`src/rtl/serial_alu_seq_pkg.sv`:
```
// Shared definitions for the bit-serial ALU sequencer.
//   state_t      : sequencer FSM states
//   OP_*         : 2-bit operation field of alu_ctl (slice mux select)
//   CTL_*        : full 4-bit alu_ctl codes {ainvert, bnegate, op[1:0]}
//   ctl_is_legal : true for the six supported alu_ctl codes
package serial_alu_seq_pkg;

    typedef enum logic [1:0] {
        ST_IDLE = 2'd0,
        ST_RUN  = 2'd1,
        ST_DONE = 2'd2
    } state_t;

    localparam logic [1:0] OP_AND = 2'b00;
    localparam logic [1:0] OP_OR  = 2'b01;
    localparam logic [1:0] OP_ADD = 2'b10;
    localparam logic [1:0] OP_SLT = 2'b11;

    localparam logic [3:0] CTL_AND = 4'b0000;
    localparam logic [3:0] CTL_OR  = 4'b0001;
    localparam logic [3:0] CTL_ADD = 4'b0010;
    localparam logic [3:0] CTL_SUB = 4'b0110;
    localparam logic [3:0] CTL_SLT = 4'b0111;
    localparam logic [3:0] CTL_NOR = 4'b1100;

    function automatic logic ctl_is_legal(input logic [3:0] ctl);
        case (ctl)
            CTL_AND, CTL_OR, CTL_ADD, CTL_SUB, CTL_SLT, CTL_NOR: return 1'b1;
            default:                                             return 1'b0;
        endcase
    endfunction

endpackage

```
`src/rtl/serial_alu_seq_slice.sv`:
```
// 1-bit ALU slice with set-less-than support (combinational).
//   in1, in2   : operand bits
//   carryIn    : carry into this bit position
//   ainvert    : invert in1 before use
//   binvert    : invert in2 before use
//   op[1:0]    : 00 AND, 01 OR, 10 ADD, 11 pass 'less'
//   less       : value passed through for op 11
//   result     : selected output bit
//   set        : raw adder sum bit (sign source for SLT on the MSB)
//   overflow   : carryIn ^ carry-out; the slice exports no carry-out,
//                so the caller recovers it as overflow ^ carryIn
module my1BitALU_SLT
    import serial_alu_seq_pkg::*;
(
    input  logic       in1,
    input  logic       in2,
    input  logic       carryIn,
    input  logic       ainvert,
    input  logic       binvert,
    input  logic [1:0] op,
    input  logic       less,
    output logic       result,
    output logic       set,
    output logic       overflow
);

    logic a_eff;
    logic b_eff;
    logic sum;
    logic cout;

    always_comb begin
        a_eff = in1 ^ ainvert;
        b_eff = in2 ^ binvert;
        sum   = a_eff ^ b_eff ^ carryIn;
        cout  = (a_eff & b_eff) | (a_eff & carryIn) | (b_eff & carryIn);
        case (op)
            OP_AND:  result = a_eff & b_eff;
            OP_OR:   result = a_eff | b_eff;
            OP_ADD:  result = sum;
            default: result = less;
        endcase
    end

    assign set      = sum;
    assign overflow = carryIn ^ cout;

endmodule

```
`src/rtl/serial_alu_seq.sv`:
```
// Bit-serial ALU sequencer: WIDTH-bit operation computed LSB first, one bit
// per clock, through a single 1-bit ALU slice.
//   clk      : clock, rising edge
//   rst_n    : asynchronous active-low reset
//   start    : request strobe, accepted in IDLE or DONE only
//   alu_ctl  : {ainvert, bnegate, op[1:0]}, sampled with start
//   a, b     : operands, sampled with start
//   busy     : high while an operation is in RUN
//   done     : one-cycle pulse when result/flags become valid
//   result   : registered result, held until the next accepted start
//   zero     : result == 0
//   overflow : signed overflow for ADD/SUB, 0 otherwise
//   illegal  : unsupported alu_ctl; result forced to 0
//
// state   | meaning
// --------+------------------------------------------------------------
// IDLE    | waiting for start
// RUN     | one operand bit per cycle, cnt = 0..WIDTH-1
// DONE    | result valid, done pulse; start here re-enters RUN directly
module serial_alu_seq
    import serial_alu_seq_pkg::*;
#(
    parameter int WIDTH = 8
) (
    input  logic             clk,
    input  logic             rst_n,
    input  logic             start,
    input  logic [3:0]       alu_ctl,
    input  logic [WIDTH-1:0] a,
    input  logic [WIDTH-1:0] b,
    output logic             busy,
    output logic             done,
    output logic [WIDTH-1:0] result,
    output logic             zero,
    output logic             overflow,
    output logic             illegal
);

    localparam int CW = (WIDTH > 1) ? $clog2(WIDTH) : 1;
    localparam logic [CW-1:0] CNT_LAST = CW'(WIDTH - 1);

    state_t           state_q, state_d;
    logic [CW-1:0]    cnt_q, cnt_d;
    logic [WIDTH-1:0] a_sh_q, a_sh_d;
    logic [WIDTH-1:0] b_sh_q, b_sh_d;
    logic [WIDTH-1:0] r_sh_q, r_sh_d;
    logic [3:0]       ctl_q, ctl_d;
    logic             carry_q, carry_d;
    logic             ovf_q, ovf_d;
    logic             lt_q, lt_d;
    logic [WIDTH-1:0] result_q, result_d;
    logic             zero_q, zero_d;
    logic             overflow_q, overflow_d;
    logic             illegal_q, illegal_d;

    logic s_result;
    logic s_set;
    logic s_ovf;

    my1BitALU_SLT u_slice (
        .in1      (a_sh_q[0]),
        .in2      (b_sh_q[0]),
        .carryIn  (carry_q),
        .ainvert  (ctl_q[3]),
        .binvert  (ctl_q[2]),
        .op       (ctl_q[1:0]),
        .less     (1'b0),
        .result   (s_result),
        .set      (s_set),
        .overflow (s_ovf)
    );

    always_comb begin
        state_d    = state_q;
        cnt_d      = cnt_q;
        a_sh_d     = a_sh_q;
        b_sh_d     = b_sh_q;
        r_sh_d     = r_sh_q;
        ctl_d      = ctl_q;
        carry_d    = carry_q;
        ovf_d      = ovf_q;
        lt_d       = lt_q;
        result_d   = result_q;
        zero_d     = zero_q;
        overflow_d = overflow_q;
        illegal_d  = illegal_q;

        case (state_q)
            ST_IDLE, ST_DONE: begin
                if (start) begin
                    state_d = ST_RUN;
                    cnt_d   = '0;
                    a_sh_d  = a;
                    b_sh_d  = b;
                    r_sh_d  = '0;
                    ctl_d   = alu_ctl;
                    // bnegate doubles as the +1 of the two's complement negate
                    carry_d = alu_ctl[2];
                end else begin
                    state_d = ST_IDLE;
                end
            end

            ST_RUN: begin
                a_sh_d  = a_sh_q >> 1;
                b_sh_d  = b_sh_q >> 1;
                r_sh_d  = {s_result, r_sh_q[WIDTH-1:1]};
                // overflow ^ carryIn recovers the slice carry-out
                carry_d = s_ovf ^ carry_q;
                cnt_d   = cnt_q + 1'b1;

                if (cnt_q == CNT_LAST) begin
                    state_d = ST_DONE;
                    cnt_d   = '0;
                    ovf_d   = s_ovf;
                    // signed less-than stays correct when the subtract overflows
                    lt_d    = s_set ^ s_ovf;

                    // final flags use this cycle's slice outputs, not the
                    // ovf_q/lt_q captured on this same edge
                    if (!ctl_is_legal(ctl_q)) begin
                        result_d   = '0;
                        overflow_d = 1'b0;
                        illegal_d  = 1'b1;
                    end else begin
                        if (ctl_q == CTL_SLT) begin
                            result_d = {{(WIDTH-1){1'b0}}, lt_d};
                        end else begin
                            result_d = r_sh_d;
                        end
                        overflow_d = (ctl_q[1:0] == OP_ADD) ? ovf_d : 1'b0;
                        illegal_d  = 1'b0;
                    end
                    zero_d = (result_d == '0);
                end
            end

            default: begin
                state_d = ST_IDLE;
            end
        endcase
    end

    always_ff @(posedge clk or negedge rst_n) begin
        if (!rst_n) begin
            state_q    <= ST_IDLE;
            cnt_q      <= '0;
            a_sh_q     <= '0;
            b_sh_q     <= '0;
            r_sh_q     <= '0;
            ctl_q      <= '0;
            carry_q    <= 1'b0;
            ovf_q      <= 1'b0;
            lt_q       <= 1'b0;
            result_q   <= '0;
            zero_q     <= 1'b1;
            overflow_q <= 1'b0;
            illegal_q  <= 1'b0;
        end else begin
            state_q    <= state_d;
            cnt_q      <= cnt_d;
            a_sh_q     <= a_sh_d;
            b_sh_q     <= b_sh_d;
            r_sh_q     <= r_sh_d;
            ctl_q      <= ctl_d;
            carry_q    <= carry_d;
            ovf_q      <= ovf_d;
            lt_q       <= lt_d;
            result_q   <= result_d;
            zero_q     <= zero_d;
            overflow_q <= overflow_d;
            illegal_q  <= illegal_d;
        end
    end

    assign busy     = (state_q == ST_RUN);
    assign done     = (state_q == ST_DONE);
    assign result   = result_q;
    assign zero     = zero_q;
    assign overflow = overflow_q;
    assign illegal  = illegal_q;

endmodule

```
`config.mk`:
```
export PLATFORM = sky130hd
export DESIGN_NAME = serial_alu_seq
export DESIGN_NICKNAME = d
export VERILOG_FILES = /design/src/rtl/serial_alu_seq_pkg.sv /design/src/rtl/serial_alu_seq_slice.sv /design/src/rtl/serial_alu_seq.sv
export SDC_FILE = /design/constraint.sdc
export NUM_CORES = 1
export LEC_CHECK = 0
export CORE_UTILIZATION = 55
export DETAILED_ROUTE_END_ITERATION = 12
export PLACE_DENSITY = 0.86
export SETUP_SLACK_MARGIN = 0.2
export SLEW_MARGIN = 25
export SYNTH_ARGS = -nofsm -noshare
export SYNTH_HDL_FRONTEND = slang
export SYNTH_SLANG_ARGS = --single-unit
export TNS_END_PERCENT = 10
```
`constraint.sdc`:
```
create_clock -name clk -period 5.27 [get_ports clk]
set_clock_uncertainty 0.15 [all_clocks]
set_input_delay 0.527 -clock clk [delete_from_list [all_inputs] [get_ports clk]]
set_output_delay 0.527 -clock clk [all_outputs]
set_load 0.02 [all_outputs]
```
Word level (Yosys, flattened, before mapping)
Index checks and enable logic that the tools add are counted.
- flip-flop bits (word level): 45
- latch bits: 0
- memory bits (writable): 0
- memory bits (read-only): 0
- input port bits: 23
- output and inout bits: 13
- logic and storage cells: 72
- memories kept: 0
- add/sub/neg operators: 1
- $mul: 0
- divide/modulo/power cells: 0
- order comparisons: 0
- eq/ne operators: 12
- shifts and indexed selects: 0
- multiplexer cells: 25
- bitwise gates (word level): 13
- reduce and logical (&&, ||, !) cells: 10
- operators by type and width (kind ; number):
    $mux 8 ; 7
    $pmux 8 s2 ; 3
    $eq 4x3->1 const B ; 2
    $logic_not 8->1 ; 1
    $mux 1 ; 8
    $xor 1x1->1 ; 7
    $mux 3 ; 2
    $pmux 3 s2 ; 1
    $reduce_and 2->1 ; 3
    $reduce_or 6->1 ; 1
    $eq 2x1->1 const B ; 2
    $eq 2x2->1 const B ; 2
    $eq 4x1->1 const B ; 1
    $eq 4x2->1 const B ; 1
    $eq 4x4->1 const B ; 1
    $logic_not 2->1 ; 2
    $logic_not 4->1 ; 1
    $pmux 2 s2 ; 1
    $add 3x1->3 const B ; 1
    $and 1x1->1 ; 3
    $eq 3x3->1 const B ; 1
    $or 1x1->1 ; 3
    $pmux 1 s3 ; 1
    $mux 2 ; 1
    other kinds (5) ; 5

Logic depth before layout (Yosys ltp)
- word-level depth: 11
- gate-level depth with buffers: 8
- mapped depth without buffers: 7

By module
Synthesis repeated with hierarchy kept, for this count alone.
- cell total of the unflattened synthesis: 210
- area total of the unflattened synthesis: 2037.0 sq um
- modules (own cells, without submodules) (module ; times used ; cells each ; area an instance (sq um) ; sequential area each (sq um)):
    serial_alu_seq ; 1 ; 200 ; 1931.9 ; 1102.3
    my1BitALU_SLT ; 1 ; 10 ; 105.1 ; 0.0

Worst setup path before layout
Ideal clock, no wire load.
- path kind: reg2reg
- start point: register ctl_q[2]
- end point: register result_q[0] (netlist: result[0])
- setup time: 0.077 ns
- arrival time: 2.082 ns
- data required time: 5.043 ns
- setup slack: 2.961 ns
- cell stages (with the launch flop): 8
- buffers on the path: 0
- period minus slack after synthesis: 2.309 ns
- path through: dfrtp_1 xnor2_1 ha_1 xnor2_1 nand2b_1 o21ba_1 or4_1 o21ai_1
- cells in the longest elaborated chain, start to end: 10
- elaborated cells between the ends (all ways): 23
- those cells by class: eq/ne: 5; mux: 7; bitwise: 9; reduce/logical: 2
- ends and longest elaborated chain (what ; line ; RTL):
    start: declaration ; serial_alu_seq.sv:47 ; logic [3:0] ctl_q, ctl_d;
    start signal: assignment ; serial_alu_seq.sv:165 ; ctl_q <= ctl_d;
    $xor 1x1->1 ; serial_alu_seq_slice.sv:34 ; b_eff = in2 ^ binvert;
    $and 1x1->1 ; serial_alu_seq_slice.sv:36 ; cout = (a_eff & b_eff) | (a_eff & carryIn) | (b_eff & carryIn);
    $or 1x1->1 (2 in a row) ; serial_alu_seq_slice.sv:36 ;
    $xor 1x1->1 ; serial_alu_seq_slice.sv:46 ; assign overflow = carryIn ^ cout;
    $xor 1x1->1 ; serial_alu_seq.sv:117 ; lt_d = s_set ^ s_ovf;
    $mux 8 ; serial_alu_seq.sv:126 ; if (ctl_q == CTL_SLT) begin
    $mux 8 * ; serial_alu_seq.sv:121 ; if (!ctl_is_legal(ctl_q)) begin
    $mux 8 * ; serial_alu_seq.sv:112 ; if (cnt_q == CNT_LAST) begin
    $mux 8 * ; serial_alu_seq.sv:88 ; case (state_q)
    end signal: assignment ; serial_alu_seq.sv:169 ; result_q <= result_d;
    end: declaration ; serial_alu_seq.sv:51 ; logic [WIDTH-1:0] result_q, result_d;
Mark *: on every way between the ends. The rest lies on a longest branch, timed or not. The select of a mux whose other input is x is not followed.
A chain may end at the register's enable or synchronous reset.

Worst setup path after layout
- start point: register state_q[1]
- end point: output port busy
- cells in the longest elaborated chain, start to end: 1
- ends and longest elaborated chain (what ; line ; RTL):
    start: declaration ; serial_alu_seq.sv:42 ; state_t state_q, state_d;
    start signal: assignment ; serial_alu_seq.sv:160 ; state_q <= state_d;
    $eq 2x1->1 ; serial_alu_seq.sv:176 ; assign busy = (state_q == ST_RUN);
    end: declaration ; serial_alu_seq.sv:31 ; output logic busy,
No other way between the ends.

==> results.yml <==
grt:
  antenna_found_initial: 0
  grt_max_degree: 45
  grtUsageTotal_pct: 21.2
  grt_pass1_wl_mm: 6.44
  grt_pass1_vias: 1440
  gr-total-overflow: 0
sta:
  achievable-frequency_mhz: 358
  grt_setup_unrepaired: "false"
  finalHoldWorstSlack_ns: -0.00443
  fin_crit_sh_pct: 53.0
  worst-slew-pin-transition_ns: 0.830
  fin_ws_ns: 2.48
  final-max-slew-violation-count: 0
  setup_violations: 0
  final_period_minus_worst_setup_slack_ns: 2.79
  total_negative_slack_ns: 0
  finalHoldViolCount: 12
  slew-limit-headroom_pct: 44.5
pwr:
  max-vdd-ir-drop_v: 0.000277
  p_total_uw: 1480
  powerDensity_mw_per_mm2: 607
  p_leak_uw: 0.00109
drt:
  drt_first_iter_violations: 42
  remaining_drc_errors: 0
  detail_route.wirelength_mm: 3.54
  vias: 1568
  drtAntennaViolNets: 0
  post_drt_wl_per_cell_microns: 12.5
  drtPass1Iterations: 4
  vias_per_cell: 5.54
synth:
  netlist-cell-type-count: 36
  mappedNetlistArea_sq_mm: 0.00200
  number_of_warning_messages_in_the_yosys_log: 0
  synthesis.area_per_instance_sq_um: 9.73
  postSynthCellCount: 205
  syn_nets: 231
  ys_seq_elements: 44
  sequential_element_share_of_the_synthesized_area_pct: 55.2
clock_network:
  numClockSinks: 44
  post_cts_resize_count: 0
  clock_tree.root_cell: "sky130_fd_sc_hd__clkbuf_4"
  cts_buffers: 5
  clock_tree.htree_level_count: 2
  cts.path.max_buffers: 2
  worst_skew_pair.late_latency_ns: 0.34
  cts_hold_buf: 0
  clk_pin_slew_ns: 0.12
  cts_post_setup_buffers_inserted: 0
  cts_tree: "yes"
setup_path:
  rr_worst_depth: 7
  timing_worst_setup_path_type: "register to primary output"
  setup.worst_path.start_class: "register"
  critical_path_maximum_fanout: 33
  endpoint_kind: "primary output"
  worst-r2r-setup-slack_ns: 2.64
  worstReg2RegEnd: "result[0]$_DFFE_PN0P_"
  critical_path_at_ns: 2.12
  cp.required_ns: 4.59
  worst_r2r_startpoint: "ctl_q[2]$_DFFE_PN0P_"
  setup.worst_path.end: "busy"
  crit_path_start: "state_q[1]$_DFFE_PN0P_"
floorplanning:
  die_boundary_width_microns: 62.2
  rows: 21
  fp.coreArea_sq_mm: 0.00342
  die_height_microns: 62.2
  die_area_sq_mm: 0.00387
  design.portCount: 36
  start_util_pct: 58.4
run:
  drv_cap: 0
placed_design:
  finalWeightedCongestion: 0.778
  dpl.hpwl_mm: 2.46
  place_ws_ns: 2.54
  portBuffers: 35
  dpl.cell_count: 275
layout:
  finalNonFillerCells: 283
  num-nets-final: 262
  area_growth_pct: 22.3
  antennaDiodeCount: 0
  multi_input_area_sq_um: 838
  layout_commonest_cell: "sky130_fd_sc_hd__nand2_1"
  fillerInstances: 258
  regArea_sq_mm: 0.00110
  layout.cells.most_common_list: "sky130_fd_sc_hd__nand2_1 (48), sky130_fd_sc_hd__dfrtp_1 (43), sky130_fd_sc_hd__clkdlybuf4s50_1 (34)"
  finalCoreUtilization_pct: 71.5
  final_layout_size_suffix_gt1_share_pct: 6.33
worst_hold_path:
  timing.hold.worst.class: "primary input to async pin"
status:
  outcome: "finished with violations"
  violated_checks: "hold timing"
kinds of logic (layout without fill, tap and decap cells):
family / count (synthesis) / in the layout / share of synthesized area (%)
buf+inv: 15 / 47 / 2.88
flops: 44 / 44 / 55.2
simple gates: 90 / 90 / 20.4
compound gates: 50 / 50 / 17.9
xor+xnor: 3 / 3 / 1.69
fa+ha+maj: 3 / 3 / 1.88
power breakdown:
| group | switching (uW) | internal, uW | leakage (uW) | total (uW) |
|---|---|---|---|---|
| Sequential | 119 | 489 | 0.000543 | 608 |
| Combinational | 360 | 310 | 0.000507 | 670 |
| Clock | 104 | 99.5 | 0.0000422 | 203 |
critical path: stages, from the launching register on:
cell and delay [ns]:
sky130_fd_sc_hd__dfrtp_1 0.41, sky130_fd_sc_hd__nand2b_2 0.45, sky130_fd_sc_hd__inv_2 0.28, sky130_fd_sc_hd__clkdlybuf4s50_1 0.64
cell type report:
type                    instances  share of cell area, %
repair buffers                 36                   14.6
clock inverters                 2                   1.44
well taps                      46                   2.36
multi-input cells             146                   34.3
clock buffers                   6                   1.69
inverters                       3                  0.461
flip-flops and latches         44                   45.2
registers in the layout (all words and copies together), names as in the netlist:
| signal | cells |
|---|---|
| a_sh_q | 8 |
| b_sh_q | 8 |
| carry_q | 1 |
| cnt_q | 3 |
| ctl_q | 4 |
| illegal | 1 |
| overflow | 1 |
| r_sh_q | 7 |
| result | 8 |
| state_q | 2 |
| zero | 1 |
how the worst min path moves through the flow:
stage                            end  slack, ns                   from
6_report       result[2]$_DFFE_PN0P_     -0.004                  rst_n
5_1_grt        result[2]$_DFFE_PN0P_      0.005                  rst_n
4_1_cts        b_sh_q[7]$_DFFE_PN0P_       0.18                  rst_n
3_5_place_dp   result[7]$_DFFE_PN0P_       0.33  result[7]$_DFFE_PN0P_
3_3_place_gp   result[7]$_DFFE_PN0P_       0.31  result[7]$_DFFE_PN0P_
2_1_floorplan  a_sh_q[0]$_DFFE_PN0P_       0.08                  rst_n
metrics by stage:
stage	instance area (sq um)	hold WS (ns)
2_1_floorplan	2000	0.0814
3_3_place_gp	2360	0.312
3_5_place_dp	2360	0.330
4_1_cts	2440	0.182
5_1_grt	2440	0.00468
6_report	2440	-0.00443
metal layers:
metal	up-vias	wire length [microns]	GRT usage, %
met5	-	0	0
met4	0	40	6.40
met3	6	158	4.96
met2	44	1640	33.1
met1	731	1710	29.6
li1	787	-	-
cells in the mapped netlist, drive strengths merged:
cell / n / area [sq um]
o21ai: 9 / 45.0
o32a: 1 / 10.0
o22ai: 1 / 6.26
nand3b: 2 / 15.0
and2: 1 / 6.26
and3b: 1 / 10.0
and4b: 1 / 10.0
or4: 2 / 15.0
xnor2: 3 / 33.8
and3: 2 / 17.5
o31ai: 2 / 15.0
clkbuf: 11 / 41.3
a22oi: 1 / 7.51
nor3: 3 / 15.0
nor2b: 3 / 18.8
o32ai: 1 / 8.76
a22o: 16 / 140
nor2: 20 / 75.1
a31oi: 15 / 93.8
o311ai: 1 / 8.76
dfstp: 1 / 26.3
nor4: 1 / 6.26
a21oi: 1 / 5.00
buf: 1 / 5.00
ha: 3 / 37.5
o211ai: 1 / 7.51
or3: 1 / 6.26
nand2b: 5 / 31.3
inv: 3 / 11.3
dfrtp: 43 / 1080
nand2: 48 / 180
o21ba: 1 / 10.0
(Power assumes the default switching activity.)
